**src/rtl/bus_req_pkg.sv**
```systemverilog
// Shared definitions for the bus requester agent and the arbiter bench models.
//   state_e      : 2-bit FSM encoding IDLE/REQ/XFER/REL
//   DEF_*        : default widths and watchdog period
//   cnt_width()  : counter width able to hold 0..v-1 (minimum 1)
package bus_req_pkg;

  typedef enum logic [1:0] {
    ST_IDLE = 2'd0,
    ST_REQ  = 2'd1,
    ST_XFER = 2'd2,
    ST_REL  = 2'd3
  } state_e;

  localparam int unsigned DEF_DATA_W      = 32;
  localparam int unsigned DEF_LEN_W       = 8;
  localparam int unsigned DEF_TIMEOUT_CYC = 64;

  function automatic int unsigned cnt_width(input int unsigned v);
    int unsigned w;
    w = 1;
    for (int i = 1; i < 32; i++)
      if ((64'd1 << w) < 64'(v)) w = w + 1;
    return w;
  endfunction

endpackage

```
**src/rtl/bus_req_wdog.sv**
```systemverilog
// Request watchdog: counts cycles while enabled, saturating at TIMEOUT_CYC-1.
//   clk, rst_n : clock, async active-low reset
//   clr_i      : synchronous clear (wins over count)
//   cnt_en_i   : advance the count this cycle
//   term_o     : count has reached TIMEOUT_CYC-1
module bus_req_wdog
  import bus_req_pkg::*;
#(
  parameter int unsigned TIMEOUT_CYC = DEF_TIMEOUT_CYC
) (
  input  logic clk,
  input  logic rst_n,
  input  logic clr_i,
  input  logic cnt_en_i,
  output logic term_o
);

  localparam int unsigned W = cnt_width(TIMEOUT_CYC);
  localparam logic [W-1:0] TERM = W'(TIMEOUT_CYC - 1);

  logic [W-1:0] cnt_q, cnt_d;

  always_comb begin
    cnt_d = cnt_q;
    if (clr_i)                        cnt_d = '0;
    else if (cnt_en_i && cnt_q != TERM) cnt_d = cnt_q + 1'b1;
  end

  always_ff @(posedge clk or negedge rst_n)
    if (!rst_n) cnt_q <= '0;
    else        cnt_q <= cnt_d;

  assign term_o = (cnt_q == TERM);

endmodule

```
**src/rtl/bus_requester.sv**
```systemverilog
// Client-side agent for a two-input request/grant arbiter. Accepts a burst
// command (cmd_len_i+1 beats), raises req_o, streams source beats straight
// onto the bus while granted, then drops req_o for one cycle (REL).
// Grant loss mid-burst stalls the stream; req_o is held until it resumes.
// Optional watchdog (macro BUS_REQ_TIMEOUT_EN) aborts a request that is never
// granted within TIMEOUT_CYC cycles; without it err_timeout_o is tied 0.
//   clk, rst_n           : clock, async active-low reset
//   cmd_valid_i/ready_o  : burst command handshake, cmd_len_i = beats-1
//   src_data_i/valid_i   : local beat source, src_ready_o consumes
//   req_o / gnt_i        : arbiter request / grant
//   bus_data_o/valid_o   : beat to shared bus (zero-latency pass-through)
//   busy_o               : not IDLE
//   done_o               : pulse on last beat
//   err_timeout_o        : pulse on watchdog abort
module bus_requester
  import bus_req_pkg::*;
#(
  parameter int unsigned DATA_W      = DEF_DATA_W,
  parameter int unsigned LEN_W       = DEF_LEN_W,
  parameter int unsigned TIMEOUT_CYC = DEF_TIMEOUT_CYC
) (
  input  logic              clk,
  input  logic              rst_n,
  input  logic              cmd_valid_i,
  input  logic [LEN_W-1:0]  cmd_len_i,
  output logic              cmd_ready_o,
  input  logic [DATA_W-1:0] src_data_i,
  input  logic              src_valid_i,
  output logic              src_ready_o,
  output logic              req_o,
  input  logic              gnt_i,
  output logic [DATA_W-1:0] bus_data_o,
  output logic              bus_valid_o,
  output logic              busy_o,
  output logic              done_o,
  output logic              err_timeout_o
);

  state_e           state_q, state_d;
  logic [LEN_W-1:0] len_q, len_d;
  logic [LEN_W-1:0] cnt_q, cnt_d;
  logic             fire, last, timeout;

  // Beats move only in XFER; a grant seen in IDLE/REQ/REL never transfers.
  assign fire = (state_q == ST_XFER) && gnt_i && src_valid_i;
  // Compare before incrementing so len_q = max yields 2^LEN_W beats without wrap.
  assign last = fire && (cnt_q == len_q);

`ifdef BUS_REQ_TIMEOUT_EN
  logic wdog_term;

  // Held clear outside REQ, so every REQ entry starts from zero.
  bus_req_wdog #(.TIMEOUT_CYC(TIMEOUT_CYC)) u_wdog (
    .clk      (clk),
    .rst_n    (rst_n),
    .clr_i    (state_q != ST_REQ),
    .cnt_en_i ((state_q == ST_REQ) && !gnt_i),
    .term_o   (wdog_term)
  );

  // A grant on the terminal cycle takes priority over the abort.
  assign timeout = (state_q == ST_REQ) && !gnt_i && wdog_term;
`else
  assign timeout = 1'b0;
`endif

  // State and burst registers
  always_ff @(posedge clk or negedge rst_n)
    if (!rst_n) begin
      state_q <= ST_IDLE;
      len_q   <= '0;
      cnt_q   <= '0;
    end else begin
      state_q <= state_d;
      len_q   <= len_d;
      cnt_q   <= cnt_d;
    end

  // Next state
  always_comb begin
    state_d = state_q;
    len_d   = len_q;
    cnt_d   = cnt_q;
    unique case (state_q)
      ST_IDLE:
        if (cmd_valid_i) begin
          state_d = ST_REQ;
          len_d   = cmd_len_i;
          cnt_d   = '0;
        end
      ST_REQ:
        if (gnt_i)        state_d = ST_XFER;
        else if (timeout) state_d = ST_IDLE;
      ST_XFER:
        if (last)         state_d = ST_REL;
        else if (fire)    cnt_d   = cnt_q + 1'b1;
      ST_REL:             state_d = ST_IDLE;
      default:            state_d = ST_IDLE;
    endcase
  end

  // Outputs (combinational from state and live inputs)
  always_comb begin
    // rst_n term keeps cmd_ready low while reset is held even though state is IDLE.
    cmd_ready_o   = (state_q == ST_IDLE) && rst_n;
    req_o         = (state_q == ST_REQ) || (state_q == ST_XFER);
    src_ready_o   = (state_q == ST_XFER) && gnt_i;
    bus_valid_o   = fire;
    bus_data_o    = src_data_i;
    busy_o        = (state_q != ST_IDLE);
    done_o        = last;
    err_timeout_o = timeout;
  end

endmodule

```
**config.mk**
```make
export PLATFORM = sky130hd
export DESIGN_NAME = bus_requester
export DESIGN_NICKNAME = d
export VERILOG_FILES = /design/src/rtl/bus_req_pkg.sv /design/src/rtl/bus_req_wdog.sv /design/src/rtl/bus_requester.sv
export SDC_FILE = /design/constraint.sdc
export NUM_CORES = 1
export LEC_CHECK = 0
export ABC_AREA = 1
export BUFFER_PORTS_ARGS = -buffer_cell sky130_fd_sc_hd__buf_2
export CAP_MARGIN = 5
export CORE_MARGIN = 3
export CORE_UTILIZATION = 43
export CTS_CLUSTER_SIZE = 16
export DETAILED_ROUTE_END_ITERATION = 6
export GPL_ROUTABILITY_DRIVEN = 0
export PLACE_DENSITY = 0.91
export SLEW_MARGIN = 30
export SYNTH_ARGS = -nofsm -noshare
export SYNTH_HDL_FRONTEND = slang
export SYNTH_SLANG_ARGS = --single-unit
```
**constraint.sdc**
```tcl
create_clock -name clk -period 1.75 [get_ports clk]
set_clock_uncertainty 0.05 [all_clocks]
set_input_delay 0.35 -clock clk [delete_from_list [all_inputs] [get_ports clk]]
set_output_delay 0.35 -clock clk [all_outputs]
set_load 0.05 [all_outputs]
```
==> metrics <==
Max stage delay cell, worst path=dfrtp_1; Net Switching=1.06 mW; fin worst setup slack=-0.210 ns; clock sink total=18; Hold Slack=-0.0160 ns; vias in the first global route=927; commonest non-fill, non-tap cell in the layout=nand2_1; Die H=62.9 um; area of the core=3080 um2; number of hold violations in the final report=13; first-pass GRT wire length=4.08 mm; CTS Root Cell=clkbuf_4; initial antenna violation count=0; CTS tree=done; post-synthesis sequential area ratio=0.324; Syn-to-layout area delta=5.49%; Total Routed Length=2.55 mm; routed len/inst=12.4 um; Initial DRC Count=43; Reg area=450 um2; residual DRC count=0; Final Cycle Share=1.12; reg2reg start=state_q[0]; Slew Viols, Final=0; clock power share=0.088; antenna cells=0; CP endpoint kind=primary output; deepest clock path buffer count=2; IO Port Bufs=18; Internal=1.19 mW; worst slack, placed=-0.00368 ns; Hold-fix buffers, CTS=0; Combinational Power Share=0.618; crit-path cells=inv_2 -> ha_4 -> nand2_4 -> nor2_4 -> nand4_1 -> nor3_4 -> buf_6; max incr delay on CP=0.39 ns; synth unique cells=27; #FFs+latches synth=18; Pre-Repair DR Iteration Count=4; via count=986; Clock Latency Late Sink=0.29 ns; area of the multi-input gates=676 um2; Arr. time, crit path=1.56 ns; delay-heaviest family, CP=simple AND/OR/NAND/NOR gates; CTS buffer count=3; R2R depth=12; unrepaired setup endpoints after global routing=true; Rows=20; Ys Warns=0; critical path peak fanout=2; Switching Share=0.471; CTS clock-pin slew for the worst setup and hold paths=0.10 ns; kind of critical path=reg -> out; Final Core Density=0.477; I/O pin count=84; worst reg-to-reg setup slack=0.05 ns; pwr dens=1530 nW/um2; most frequent cells in the layout=nand2_1, dfrtp_1, buf_2, buf_4, nand3_1; max_cap viols=0; Die ar.=3950 um2; Detailed Place HPWL=1.85 mm; maximum vdd ir drop=0.717 mV; Peak Freq=0.510 GHz; H-tree levels=1; Tot GR Track Use=0.130; Mapped Avg Cell Area=8.54 um2; Buf/Inv on CP=2; Final ANT Viol Nets=0; Initial Util=0.452; Seq pwr share=0.294; Setup Viol. Count Final=1; Req. time, crit path=1.35 ns; Congestion Overflow GR=0; Die X=62.9 um; syn nets=213; Pleak=0.715 nW; layout filler cell count=285; beginning of the critical path=state_q[0]; min cycle time layout=1.96 ns; Mapped Cells=163; Cell Area, Synth=1390 um2; worst r2r dst=state_q[0]; largest net degree at the start of global routing=19; Nets=213; class of the tightest hold or removal check=in -> async; status=complete, but fails checks; failing checks=hold timing, setup timing; layout cell share with drive strength beyond 1=0.441; startpoint types=register; Via density=4.81
-- cell type report --
cell class,count,share of cell area
inverters,14,0.0358
clock buffers,3,0.0153
multi-input cells,96,0.460
repair buffers,30,0.144
flip-flops and latches,18,0.307
well taps,44,0.0375
-- kinds of logic (layout without fill, tap and decap cells) --
logic type	Yosys count	count (layout)	synth area share
AOI/OAI and AO/OA	11	11	0.0629
xor gates and xnor gates	9	9	0.0621
adders and majority gates	5	5	0.0450
buffers and inverters	50	47	0.241
DFF	18	18	0.324
muxes	7	7	0.0567
other	1	1	0.00270
and+or+nand+nor	62	63	0.206
-- registers in the layout (all words and copies together), names as in the netlist --
name     cells
state_q      2
cnt_q        8
len_q        8
-- worst reg2reg max path: stages (launching register included) --
cell and delay (ns):
dfrtp_1 0.39, inv_2 0.07, ha_4 0.15, nand2_4 0.06
nor2_4 0.10, buf_4 0.14, nand3_1 0.09, nor2_2 0.17
nand2_4 0.11, nand2_4 0.09, nand2_2 0.06, nand2_1 0.06
nand2_1 0.05
-- through the flow --
stage	power (mW)	std cells	cell area, um2	setup TNS (ns)
3_3_place_gp	1.85	201	1370	0
3_5_place_dp	1.90	201	1370	-0.00368
5_1_grt	2.41	205	1470	-0.870
2_1_floorplan	1.85	163	1420	-0.310
4_1_cts	2.17	204	1430	-0.183
6_report	2.25	205	1470	-0.210
-- power groups by stage --
stage	combinational, mW	clock [mW]	sequential [mW]
detailed placement	1.23	0	0.672
floorplan	1.19	0	0.656
finish	1.39	0.199	0.663
global placement	1.19	0	0.663
global route	1.51	0.225	0.681
CTS	1.30	0.204	0.662
-- cell usage after synthesis --
library cell	number	area [um2]
a21oi_1	1	5.00
xor2_1	1	8.76
nand4_1	3	18.8
conb_1	1	3.75
nand2_4	1	11.3
xnor2_1	7	61.3
nor2_1	7	26.3
inv_2	5	18.8
or2_2	2	12.5
ha_1	5	62.6
nand2_2	4	25.0
o21ai_0	1	5.00
buf_6	1	11.3
nand2_1	32	120
or2_0	1	6.26
buf_12	1	20.0
nor3_1	1	5.00
nor2_4	1	11.3
o21ai_2	8	70.1
buf_4	33	248
inv_1	9	33.8
clkbuf_1	1	3.75
o21a_1	1	7.51
nand3_1	10	50.1
dfrtp_1	18	450
xnor2_2	1	16.3
mux2_2	7	78.8
-- per-layer routing --
| layer | track usage | share of wire |
|---|---|---|
| met2 | 0.216 | 0.47 |
| met5 | 0 | 0 |
| met3 | 0.0450 | 0.084 |
| met1 | 0.156 | 0.41 |
| met4 | 0.0441 | 0.027 |
-- worst max path at each step --
stage	cells after the start	to
CTS	7	done_o
global placement	7	done_o
global route	7	done_o
finish	7	done_o
detailed placement	7	done_o
floorplan	6	done_o
-- repair_timing --
item,4_1_cts,5_1_grt
hold endpoints to repair,0,0
cloned,0,1
setup endpoints to repair,5,13
gates resized for setup,10,8
setup buffers,0,0
pin swaps,2,4
Note: power is estimated with default switching activity, not from simulation.
